## src/rtl/pipe_reg_chain.sv

```systemverilog
// Elastic DEPTH-stage register pipeline: valid/ready with bubble collapsing, sync flush, occupancy; latency DEPTH when empty.
// in_ready is combinational from out_ready (no registered ready). Define PIPE_REG_PARITY_EN for carried parity and par_err.
module pipe_reg_chain #(
  parameter int unsigned      WIDTH     = 8,
  parameter int unsigned      DEPTH     = 4,
  parameter logic [WIDTH-1:0] RESET_VAL = '0
) (
  input  logic                         sclk,
  input  logic                         rst_n,
  input  logic                         flush,
  input  logic                         in_valid,
  output logic                         in_ready,
  input  logic [WIDTH-1:0]             in_data,
  output logic                         out_valid,
  input  logic                         out_ready,
  output logic [WIDTH-1:0]             out_data,
  output logic [$clog2(DEPTH+1)-1:0]   occupancy
`ifdef PIPE_REG_PARITY_EN
  ,
  output logic                         par_err
`endif
);

  localparam int unsigned OCC_W = $clog2(DEPTH+1);

  logic [WIDTH-1:0] data_q   [DEPTH];
  logic [WIDTH-1:0] data_d   [DEPTH];
  logic [WIDTH-1:0] src_data [DEPTH];
  logic [DEPTH-1:0] v_q, v_d, src_v, go;
  logic [OCC_W-1:0] occ_q, occ_d;
  logic             clear, in_xfer, out_xfer, go_acc;

  assign clear    = !rst_n || flush;
  assign in_ready = go[0] && !flush && rst_n;
  assign in_xfer  = in_valid && in_ready;
  assign out_xfer = v_q[DEPTH-1] && out_ready;

  // A stage may load when it is empty or everything downstream of it moves.
  always_comb begin
    go_acc      = out_ready || !v_q[DEPTH-1];
    go          = '0;
    go[DEPTH-1] = go_acc;
    for (int i = int'(DEPTH) - 2; i >= 0; i--) begin
      go_acc = go_acc || !v_q[i];
      go[i]  = go_acc;
    end
  end

  always_comb begin
    src_v       = '0;
    src_v[0]    = in_xfer;
    src_data[0] = in_data;
    for (int i = 1; i < int'(DEPTH); i++) begin
      src_v[i]    = v_q[i-1];
      src_data[i] = data_q[i-1];
    end
  end

  // Empty stages always hold RESET_VAL, so out_data is RESET_VAL whenever out_valid is low.
  always_comb begin
    v_d = v_q;
    for (int i = 0; i < int'(DEPTH); i++) begin
      data_d[i] = data_q[i];
      if (clear) begin
        data_d[i] = RESET_VAL;
        v_d[i]    = 1'b0;
      end else if (go[i]) begin
        v_d[i]    = src_v[i];
        data_d[i] = src_v[i] ? src_data[i] : RESET_VAL;
      end
    end
  end

  always_comb begin
    occ_d = occ_q;
    if (clear) begin
      occ_d = '0;
    end else begin
      occ_d = occ_q + OCC_W'(in_xfer) - OCC_W'(out_xfer);
    end
  end

  always_ff @(posedge sclk) begin
    data_q <= data_d;
    v_q    <= v_d;
    occ_q  <= occ_d;
  end

  assign out_valid = v_q[DEPTH-1];
  assign out_data  = data_q[DEPTH-1];
  assign occupancy = occ_q;

`ifdef PIPE_REG_PARITY_EN
  logic [DEPTH-1:0] par_q, par_d, src_par;
  logic             par_err_q, par_err_d;

  always_comb begin
    src_par    = '0;
    src_par[0] = ^in_data;
    for (int i = 1; i < int'(DEPTH); i++) begin
      src_par[i] = par_q[i-1];
    end
  end

  // Parity travels exactly like the data it protects; the check uses the last stage.
  always_comb begin
    par_d = par_q;
    for (int i = 0; i < int'(DEPTH); i++) begin
      if (clear) begin
        par_d[i] = 1'b0;
      end else if (go[i]) begin
        par_d[i] = src_v[i] && src_par[i];
      end
    end
    par_err_d = !clear && v_q[DEPTH-1] && ((^data_q[DEPTH-1]) != par_q[DEPTH-1]);
  end

  always_ff @(posedge sclk) begin
    par_q     <= par_d;
    par_err_q <= par_err_d;
  end

  assign par_err = par_err_q;
`endif

endmodule

```

## config.mk

```make
export PLATFORM = sky130hd
export DESIGN_NAME = pipe_reg_chain
export DESIGN_NICKNAME = d
export VERILOG_FILES = /design/src/rtl/pipe_reg_chain.sv
export SDC_FILE = /design/constraint.sdc
export NUM_CORES = 1
export LEC_CHECK = 0
export CAP_MARGIN = 20
export CORE_UTILIZATION = 55
export CTS_CLUSTER_SIZE = 24
export DETAILED_ROUTE_END_ITERATION = 16
export DONT_BUFFER_PORTS = 1
export GPL_TIMING_DRIVEN = 0
export PLACE_DENSITY = 0.77
export SYNTH_ARGS = -nofsm -noshare
export SYNTH_HDL_FRONTEND = slang
export SYNTH_SLANG_ARGS = --single-unit
```

## constraint.sdc

```tcl
create_clock -name sclk -period 3.1 [get_ports sclk]
set_input_delay 0.62 -clock sclk [delete_from_list [all_inputs] [get_ports sclk]]
set_output_delay 0.62 -clock sclk [all_outputs]
set_load 0.005 [all_outputs]
```

==> results of run 1 <==
[worst register-to-register path, stage by stage, from the launching register on]
cell      delay (ns)
dfxtp_1         0.39
and4b_1         0.25
buf_6           0.14
and2_4          0.16
buf_6           0.13
nand3b_1        0.15
ha_1            0.28
inv_1           0.05
ha_1            0.12
inv_1           0.04
fa_1            0.37
xor2_1          0.16
xnor2_1         0.13
nor2_1          0.05
[layer usage]
layer | track usage | vias up | part of all wire
li1 | - | 650 | -
met1 | 0.223 | 547 | 0.41
met2 | 0.355 | 33 | 0.51
met3 | 0.0721 | 5 | 0.059
met4 | 0.0893 | 0 | 0.021
met5 | 0 | - | 0
[Yosys cell counts, types with 6 or more instances]
master	count	area share
buf_4	8	0.038
nand3_1	32	0.10
clkbuf_1	7	0.017
a21oi_1	24	0.076
nand4_1	8	0.032
nor2_1	9	0.021
buf_2	6	0.019
nand2_1	24	0.057
dfxtp_1	39	0.49
o21ai_1	7	0.022
[sequential cells by signal (all words and copies together) (netlist names)]
signal,count
data_q,24
out_data,8
v_q,4
occupancy,3
[final cells by class]
| cell class | count | area (µm²) | area share |
|---|---|---|---|
| Multi-Input combinational cell | 123 | 653 | 0.389 |
| Inverter | 2 | 7.51 | 0.00447 |
| Clock buffer | 5 | 37.5 | 0.0223 |
| Buffer | 24 | 143 | 0.0849 |
| Clock inverter | 3 | 20.0 | 0.0119 |
| Sequential cell | 39 | 781 | 0.465 |
| Tap cell | 31 | 38.8 | 0.0231 |
[stage by stage]
step	std cells	area [µm²]	utilization	power, W	setup WS (ns)
2_1_floorplan	188	1580	-	0.000538	0.455
3_3_place_gp	219	1620	0.594	0.000543	0.377
3_5_place_dp	219	1620	0.594	0.000544	0.369
4_1_cts	227	1680	0.615	0.000794	0.539
5_1_grt	227	1680	0.615	0.000821	0.335
6_report	227	1680	0.615	0.000789	0.550
[layout by cell type, fill, tap and decap left out, types with 5 or more instances in the layout]
master,n
nand4_1,8
nand2_1,24
dfxtp_1,39
nand3_1,32
buf_2,6
clkbuf_4,5
o21ai_1,7
buf_4,8
a21oi_1,24
clkbuf_1,7
nor2_1,9
[kinds of logic (layout without fill, tap and decap cells)]
kind of cell / count (synthesis) / after routing
AO/OA/AOI/OAI: 33 / 33
AND/OR/NAND/NOR: 85 / 85
buffers and inverters: 26 / 34
adder cells (fa/ha/maj): 3 / 3
XOR/XNOR: 2 / 2
flip-flops: 39 / 39
[final timing paths]
path | slack, ns | endpoint | start | cells after the start
min | 0.41 | data_q[24] | in_data[0] | 2
max | 0.55 | occupancy[2] | v_q[3] | 13
max reg2reg | 0.55 | occupancy[2] | v_q[3] | 13
min reg2reg | 0.46 | out_data[3] | out_data[3] | 2
[power by group through the flow]
stage	Combinational, W	Sequential (W)	Clock (W)
finish	0.0000253	0.000507	0.000256
global route	0.0000293	0.000508	0.000284
CTS	0.0000256	0.000507	0.000261
detailed placement	0.0000255	0.000519	0
global placement	0.0000245	0.000518	0
floorplan	0.0000204	0.000518	0
==> results.toml, run 1 <==
[status]
outcome = "complete, no violations"

[logic_synthesis]
synth_adder_area_share = 0.0284
synth-main-ff-cell = "dfxtp_1"
synth_compound_area_frac = 0.106
number_of_synthesized_register_bits = 39
combined_area_of_all_synthesized_cells_um2 = 1580
synth_top_family_by_area = "simple AND/OR/NAND/NOR gates"
sequential_cell_area_fraction_in_the_yosys_report = 0.493
synth_async_sr_flop_share = 0
synth-edff-count = 0
postSynthNetCount = 204
mux_share_of_post_synthesis_cell_area = 0
synth.avg_cell_area_um2 = 8.43
synthCells = 188
yosys.area_share.simple = 0.267
yosys.area_share.xor_xnor = 0.0111
ys_warn_count = 0
post_synth_num_cell_types = 27

[floorplanning]
core_area_um2 = 2730
floorplan.die.width_um = 55.7
fp-row-count = 19
floorplan.io_pins = 26
die_h_um = 55.7
die-area_um2 = 3100
initial_core_util = 0.579

[sta]
timing.hold.ws_ns = 0.410
crit_path_time_final_ns = 2.55
finalHoldViolCount = 0
final-setup-viol-count = 0
final-max-slew-violation-count = 0
post-route-period-util = 0.823
clock-skew-final_ns = 0.0106
grt_setup_unrepaired = "no"
worst-slew-pin-transition_ns = 0.464
max_slew_margin = 0.691
sum_of_negative_setup_slack_ns = 0
max_freq_mhz = 392

[clock_network]
clock_latency_ns = 0.35
cts_root_buffer = "clkbuf_4"
cts_clock_pin_slew_for_the_worst_setup_and_hold_paths_ns = 0.12
htreeDepth = 2
post-cts-setup-buffer-count = 0
hold_buffers = 0
ctsResizeCount = 0
tritoncts_clock_tree = "done"
clkSinkCount = 39
cts_inserted_buffers = 5
clockBufferDepth = 2

[critical_path]
cp.arrival_ns = 2.77
slowest_stage = "dfxtp_1"
critical_path_s_top_delay_family = "adder cells"
cp_data_required_time_ns = 3.32
crit_path_start_kind = "register"
timing.critical_path.cells = "and4b_1 -> buf_6 -> and2_4 -> buf_6 -> nand3b_1 -> ha_1 -> inv_1 -> ha_1 -> inv_1 -> fa_1 -> xor2_1 -> xnor2_1 -> nor2_1"
cp-end-kind = "register"
critPathBufInv = 4
cp_slowest_stage_delay_ns = 0.39
critical_path_class = "reg2reg"
worstPathMaxFanout = 10

[detailed_routing]
avgViaCountPerCell = 5.44
routed_wirelength_um = 2670
drt_first_pass_iters = 5
ant_nets = 0
route.vias.total = 1235
drc_errors = 0
detailedRoute.firstIterationViolations = 17
routed_wire_length_per_instance_um = 11.8

[job]
maxcap_viol_count = 0

[pwr]
p_clk_frac = 0.325
pwr_density_cell_nw_per_um2 = 469
vdd_drop_max_mv = 0.432
p_sw_frac = 0.240
p_switching_w = 0.000189
comb_power_share = 0.032
share_seq_of_total_power = 0.643
power.leakage_nw = 0.581
internal-power_w = 0.000600

[global_routing]
initial_antenna_violation_count = 0
globalRouteTotalUtil = 0.204
first_global_vias = 1157
grt_first_pass_wirelength_um = 4860
grt.overflow.total = 0
largest_net_degree_at_the_start_of_global_routing = 14

[finish]
synth_to_layout_area_growth_pct = 6.08
final_net_count = 211
fillerInstances = 270
num_antenna_cells = 0
layout-drive-gt1-share = 0.128

[hold_path]
type_of_the_tightest_min_delay_check = "in2reg"

[place]
port_buffers = 0
dp_hpwl_um = 2060
routabilityCongestion = 0.771
No activity file was read; power rests on OpenSTA's default activity.
==> run 2: changes to the inputs <==
--- a/config.mk
+++ b/config.mk
@@ -5,13 +5,14 @@
 export SDC_FILE = /design/constraint.sdc
 export NUM_CORES = 1
 export LEC_CHECK = 0
+export ABC_AREA = 1
 export CAP_MARGIN = 20
 export CORE_UTILIZATION = 55
 export CTS_CLUSTER_SIZE = 24
 export DETAILED_ROUTE_END_ITERATION = 16
 export DONT_BUFFER_PORTS = 1
 export GPL_TIMING_DRIVEN = 0
-export PLACE_DENSITY = 0.77
+export PLACE_DENSITY = 0.8
 export SYNTH_ARGS = -nofsm -noshare
 export SYNTH_HDL_FRONTEND = slang
 export SYNTH_SLANG_ARGS = --single-unit
==> constraint.sdc (replaced) <==
create_clock -name sclk -period 2.05 [get_ports sclk]
set_input_delay 0.41 -clock sclk [delete_from_list [all_inputs] [get_ports sclk]]
set_output_delay 0.41 -clock sclk [all_outputs]
set_load 0.005 [all_outputs]
==> results.toml, run 2 <==
[detailed_routing]
routed_wirelength_um = 2920
route.vias.total = 1246
drc_errors = 0
drt_first_pass_iters = 4
routed_wire_length_per_instance_um = 12.6
ant_nets = 0
detailedRoute.firstIterationViolations = 23
avgViaCountPerCell = 5.37

[place]
dp_hpwl_um = 1990
routabilityCongestion = 0.749
port_buffers = 0

[global_routing]
grt.overflow.total = 0
globalRouteTotalUtil = 0.205
initial_antenna_violation_count = 0
largest_net_degree_at_the_start_of_global_routing = 13
first_global_vias = 1155
grt_first_pass_wirelength_um = 4900

[hold_path]
type_of_the_tightest_min_delay_check = "in2reg"
hold_path_startpoint = "in_data[0]"

[logic_synthesis]
ys_warn_count = 0
synth-edff-count = 0
synth.top_cells.by_count = "dfxtp_1 (39), nand2_1 (35), a21oi_1 (31)"
yosys.cell_count.top_type = "dfxtp_1"
combined_area_of_all_synthesized_cells_um2 = 1600
sequential_cell_area_fraction_in_the_yosys_report = 0.487
synthCells = 189
post_synth_num_cell_types = 24
synth_async_sr_flop_share = 0
post_synthesis_cell_type_with_the_largest_combined_area = "dfxtp_1"
synth.top_cells.by_area = "dfxtp_1 (49%), a21oi_1 (9.7%), nand2_1 (8.2%)"
postSynthNetCount = 205
synth-main-ff-cell = "dfxtp_1"
synth_top_area_share = 0.487
number_of_synthesized_register_bits = 39
synth.avg_cell_area_um2 = 8.49

[sta]
post-route-period-util = 0.991
crit_path_time_final_ns = 2.03
final-max-slew-violation-count = 0
sum_of_negative_setup_slack_ns = 0
final-setup-viol-count = 0
clock-skew-final_ns = 0.00544
max_slew_margin = 0.683
worst-slew-pin-transition_ns = 0.475
finalHoldViolCount = 0
grt_setup_unrepaired = "yes"
max_freq_mhz = 492

[finish]
layout-drive-gt1-share = 0.244
mostFrequentLayoutCell = "dfxtp_1"
finalCoreUtilization = 0.660
most_frequent_cells_in_the_layout = "dfxtp_1 (38), nand2_1 (34), a21oi_1 (31), nand3_1 (24), buf_4 (14)"
top_register = "data_q"
final_net_count = 216
synth_to_layout_area_growth_pct = 13.4
fillerInstances = 232
num_antenna_cells = 0
largest_register_ff_count = 24

[clock_network]
clkSinkCount = 39
cts_clock_pin_slew_for_the_worst_setup_and_hold_paths_ns = 0.11
tritoncts_clock_tree = "done"
cts_inserted_buffers = 5
htreeDepth = 2
clockBufferDepth = 2
cts_root_buffer = "clkbuf_4"
clock_latency_ns = 0.34
hold_buffers = 0

[pwr]
vdd_drop_max_mv = 0.614
power.leakage_nw = 0.617
pwr_density_cell_nw_per_um2 = 739

[floorplanning]
die_h_um = 56.0
die-area_um2 = 3140
floorplan.die.width_um = 56.0
core_area_um2 = 2760
initial_core_util = 0.582
floorplan.io_pins = 26
fp-row-count = 19

[status]
outcome = "complete, no violations"

[critical_path]
cp-end-kind = "register"
worstSetupStartpoint = "v_q[3]"
cp.arrival_ns = 2.32
worstPathMaxFanout = 3
crit_path_start_kind = "register"
critical_path_class = "reg2reg"
cp_data_required_time_ns = 2.34
startpoint_of_the_worst_register_to_register_path = "v_q[3]"

[job]
maxcap_viol_count = 0
run 2: changes by cell type in the layout (fill, tap and decap cells not counted), moves of 3 or more:
cell,before,now
inv_1,2,6
buf_4,8,14
buf_2,6,1
nand3_1,32,24
nand2_1,24,34
inv_2,0,3
a21oi_2,0,4
nor2_4,0,3
o21ai_1,7,1
clkbuf_1,7,2
nor2_1,9,6
a21oi_1,24,31
run 2: where the power goes:
group / internal, W / switching, W / total [W]
registers: 0.000761 / 0.00000301 / 0.000764
clock network: 0.000288 / 0.000245 / 0.000534
logic: 0.0000162 / 0.0000312 / 0.0000474
total: 0.00107 / 0.000280 / 0.00134
run 2: per-stage QoR:
stage	setup slack (ns)	instance area [µm²]	instances	hold WS, ns	power, W
4_1_cts	-0.0230	1780	231	0.210	0.00135
3_5_place_dp	-0.342	1670	220	0.457	0.000823
5_1_grt	-0.115	1820	232	0.210	0.00139
6_report	0.0190	1820	232	0.222	0.00134
3_3_place_gp	-0.295	1670	220	0.451	0.000821
2_1_floorplan	-0.160	1630	189	0.441	0.000815
run 2: what timing repair did:
item,in CTS,in global routing
hold endpoints to repair,0,0
endpoints found under the setup margin,2,2
gates cloned,0,0
pin swaps,2,2
buffers inserted,3,1
gates resized for setup,3,5
run 2: worst max-delay path, stage by stage, from the launching register on:
cell      delay (ns)
dfxtp_2         0.37
inv_2           0.05
nor2_4          0.10
nand4_4         0.11
clkinv_4        0.08
nor2_4          0.04
nand2_2         0.09
ha_4            0.22
inv_4           0.06
ha_4            0.11
inv_2           0.03
fa_2            0.34
xnor2_2         0.19
o21ai_1         0.07
a21oi_1         0.11
run 2: cell type report:
| type | count | area, µm² | share of cell area |
|---|---|---|---|
| buffer | 18 | 136 | 0.0750 |
| clock buffer | 6 | 51.3 | 0.0282 |
| clock inverter | 2 | 35.0 | 0.0193 |
| inverter | 13 | 63.8 | 0.0351 |
| multi-input combinational | 119 | 682 | 0.375 |
| sequential | 39 | 782 | 0.430 |
| tap | 31 | 38.8 | 0.0213 |
| timing repair buffer | 4 | 30.0 | 0.0165 |
run 2: cells by family (layout without fill, tap and decap cells):
group | count (synthesis) | in the layout | share of synthesized area
xor+xnor | 1 | 1 | 0.00546
compound gates | 36 | 36 | 0.122
simple gates | 79 | 79 | 0.242
fa+ha+maj | 3 | 3 | 0.0281
flops | 39 | 39 | 0.487
buf+inv | 31 | 43 | 0.116
run 2: per-layer routing:
metal  routed length, µm  vias up  track usage
li1                    -      644            -
met1                1180      566        0.213
met2                1550       28        0.364
met3                 122        8       0.0488
met4                  65        0        0.132
met5                   0        -            0
run 2: worst paths after layout:
kind	slack [ns]	depth (start not counted)	end
max	0.02	14	occupancy[2]
min	0.22	2	data_q[24]
max reg2reg	0.02	14	occupancy[2]
min reg2reg	0.47	2	out_data[4]
==> run 3: changes to the inputs <==
==> constraint.sdc (replaced) <==
create_clock -name sclk -period 2.05 [get_ports sclk]
set_input_delay 0.1025 -clock sclk [delete_from_list [all_inputs] [get_ports sclk]]
set_output_delay 0.1025 -clock sclk [all_outputs]
set_load 0.005 [all_outputs]
==> results.toml, run 3 (synthesis results as in run 2) <==
[place]
dp_hpwl_um = 2050
port_buffers = 0
dp_cells = 220
place_worst_setup_slack_ns = -0.225
routabilityCongestion = 0.744
placedInstanceArea_um2 = 1650

[clock_network]
cts_inserted_buffers = 5
cts_root_buffer = "clkbuf_4"
clkSinkCount = 39
clock_latency_ns = 0.35
tritoncts_clock_tree = "done"
cts_clock_pin_slew_for_the_worst_setup_and_hold_paths_ns = 0.11
clockBufferDepth = 2
htreeDepth = 2

[sta]
final-setup-viol-count = 1
worst-slew-pin-transition_ns = 0.464
max_slew_margin = 0.691
final-max-slew-violation-count = 0
finalHoldViolCount = 0
sum_of_negative_setup_slack_ns = -0.0504
post-route-period-util = 1.02
clock-skew-final_ns = 0.00948
crit_path_time_final_ns = 2.10
final.setup.worst_slack_ns = -0.0504
grt_setup_unrepaired = "yes"
max_freq_mhz = 476

[pwr]
vdd_drop_max_mv = 0.667
power.leakage_nw = 0.676
p_total_w = 0.00137
pwr_density_cell_nw_per_um2 = 686

[global_routing]
globalRouteTotalUtil = 0.222
grt_first_pass_wirelength_um = 5260
first_global_vias = 1227
grt.overflow.total = 0
largest_net_degree_at_the_start_of_global_routing = 13
initial_antenna_violation_count = 0

[detailed_routing]
highest_metal_layer_with_signal_wires = "met4"
routedLengthMet1_um = 1410
drt_first_pass_iters = 4
avgViaCountPerCell = 5.47
routed_wirelength_um = 3440
detailedRoute.firstIterationViolations = 31
route.vias.total = 1373
wl_met2_um = 1830
met3RoutedLength_um = 119
ant_nets = 0
routed_wire_length_per_instance_um = 13.7
drc_errors = 0

[floorplanning]
die_h_um = 56.0
floorplan.io_pins = 26
fp-row-count = 19
die-area_um2 = 3140
core_area_um2 = 2760
initial_core_util = 0.582
floorplan.die.width_um = 56.0

[status]
failing_checks = "negative setup slack"
outcome = "finished with violations"

[job]
maxcap_viol_count = 0

[critical_path]
crit_path_start_kind = "register"
worstPathMaxFanout = 3
worstSetupStartpoint = "v_q[3]"
cp_slowest_stage_delay_ns = 0.37
timing.critical_path.cells = "inv_2 -> nor2_4 -> nand4_4 -> clkinv_4 -> nor2_4 -> nand2_2 -> ha_4 -> inv_4 -> ha_4 -> inv_2 -> fa_2 -> xnor2_2 -> o21ai_1 -> a21oi_1"
startpoint_of_the_worst_register_to_register_path = "v_q[3]"
cp_data_required_time_ns = 2.29
critPathBufInv = 4
cp.arrival_ns = 2.34
cp-end-kind = "register"
slowest_stage = "dfxtp_2"
critical_path_s_top_delay_family = "adder cells"
critical_path_class = "reg2reg"

[finish]
area_of_all_placed_cells_without_fillers_um2 = 1990
synth_to_layout_area_growth_pct = 24.3
mostFrequentLayoutCell = "dfxtp_1"
top_register = "data_q"
num_antenna_cells = 0
largest_register_ff_count = 24
most_frequent_cells_in_the_layout = "dfxtp_1 (38), nand2_1 (34), a21oi_1 (31), nand3_1 (24)"
final_net_count = 235
layout-drive-gt1-share = 0.227
fin_cells = 251

[hold_path]
type_of_the_tightest_min_delay_check = "in2reg"
hold_path_startpoint = "flush"
[run 3: what timing repair did]
| item | in CTS | in global routing |
|---|---|---|
| resized for setup | 3 | 7 |
| endpoints found under the hold margin | 9 | 0 |
| hold buffers | 17 | 0 |
| endpoints found under the setup margin | 2 | 2 |
| buffers inserted | 4 | 2 |
| pin swaps | 2 | 5 |
[run 3: stage by stage]
step	hold slack [ns]	utilization
6_report	0.133	0.723
5_1_grt	0.127	0.723
4_1_cts	0.0883	0.706
3_5_place_dp	0.290	0.598
3_3_place_gp	0.281	0.598
2_1_floorplan	0.277	-
[run 3: per-layer routing]
metal | up-vias | track usage
met5 | - | 0
met1 | 648 | 0.221
met3 | 8 | 0.0698
met4 | 0 | 0.0836
li1 | 685 | -
met2 | 32 | 0.422
[run 3: final cells by class]
cell class	count	area, µm²
Timing Repair Buffer	23	215
Clock buffer	6	51.3
Sequential cell	39	782
Fill cell	202	764
Inverter	13	56.3
Clock inverter	2	35.0
Buffer	18	133
Tap cell	31	38.8
Multi-Input combinational cell	119	682
[run 3: worst paths after layout]
kind / endpoint / slack [ns] / cells past startpoint
worst max-delay path: occupancy[2] / -0.05 / 14
worst min-delay path: data_q[23] / 0.13 / 4
worst max register to register: occupancy[2] / -0.05 / 14
worst min register to register: out_data[1] / 0.47 / 2
[run 3: report_power, final]
group	switching, W	internal [W]	leakage (nW)	total (W)
Sequential	0.00000318	0.000761	0.315	0.000764
Combinational	0.0000364	0.0000304	0.313	0.0000668
Clock	0.000247	0.000288	0.0482	0.000536
Total	0.000287	0.00108	0.676	0.00137
[run 3: tightest hold or removal path, stage by stage]
cell and delay (ns):
nor2_4 0.04, inv_2 0.06, buf_4 0.19, a21oi_2 0.04
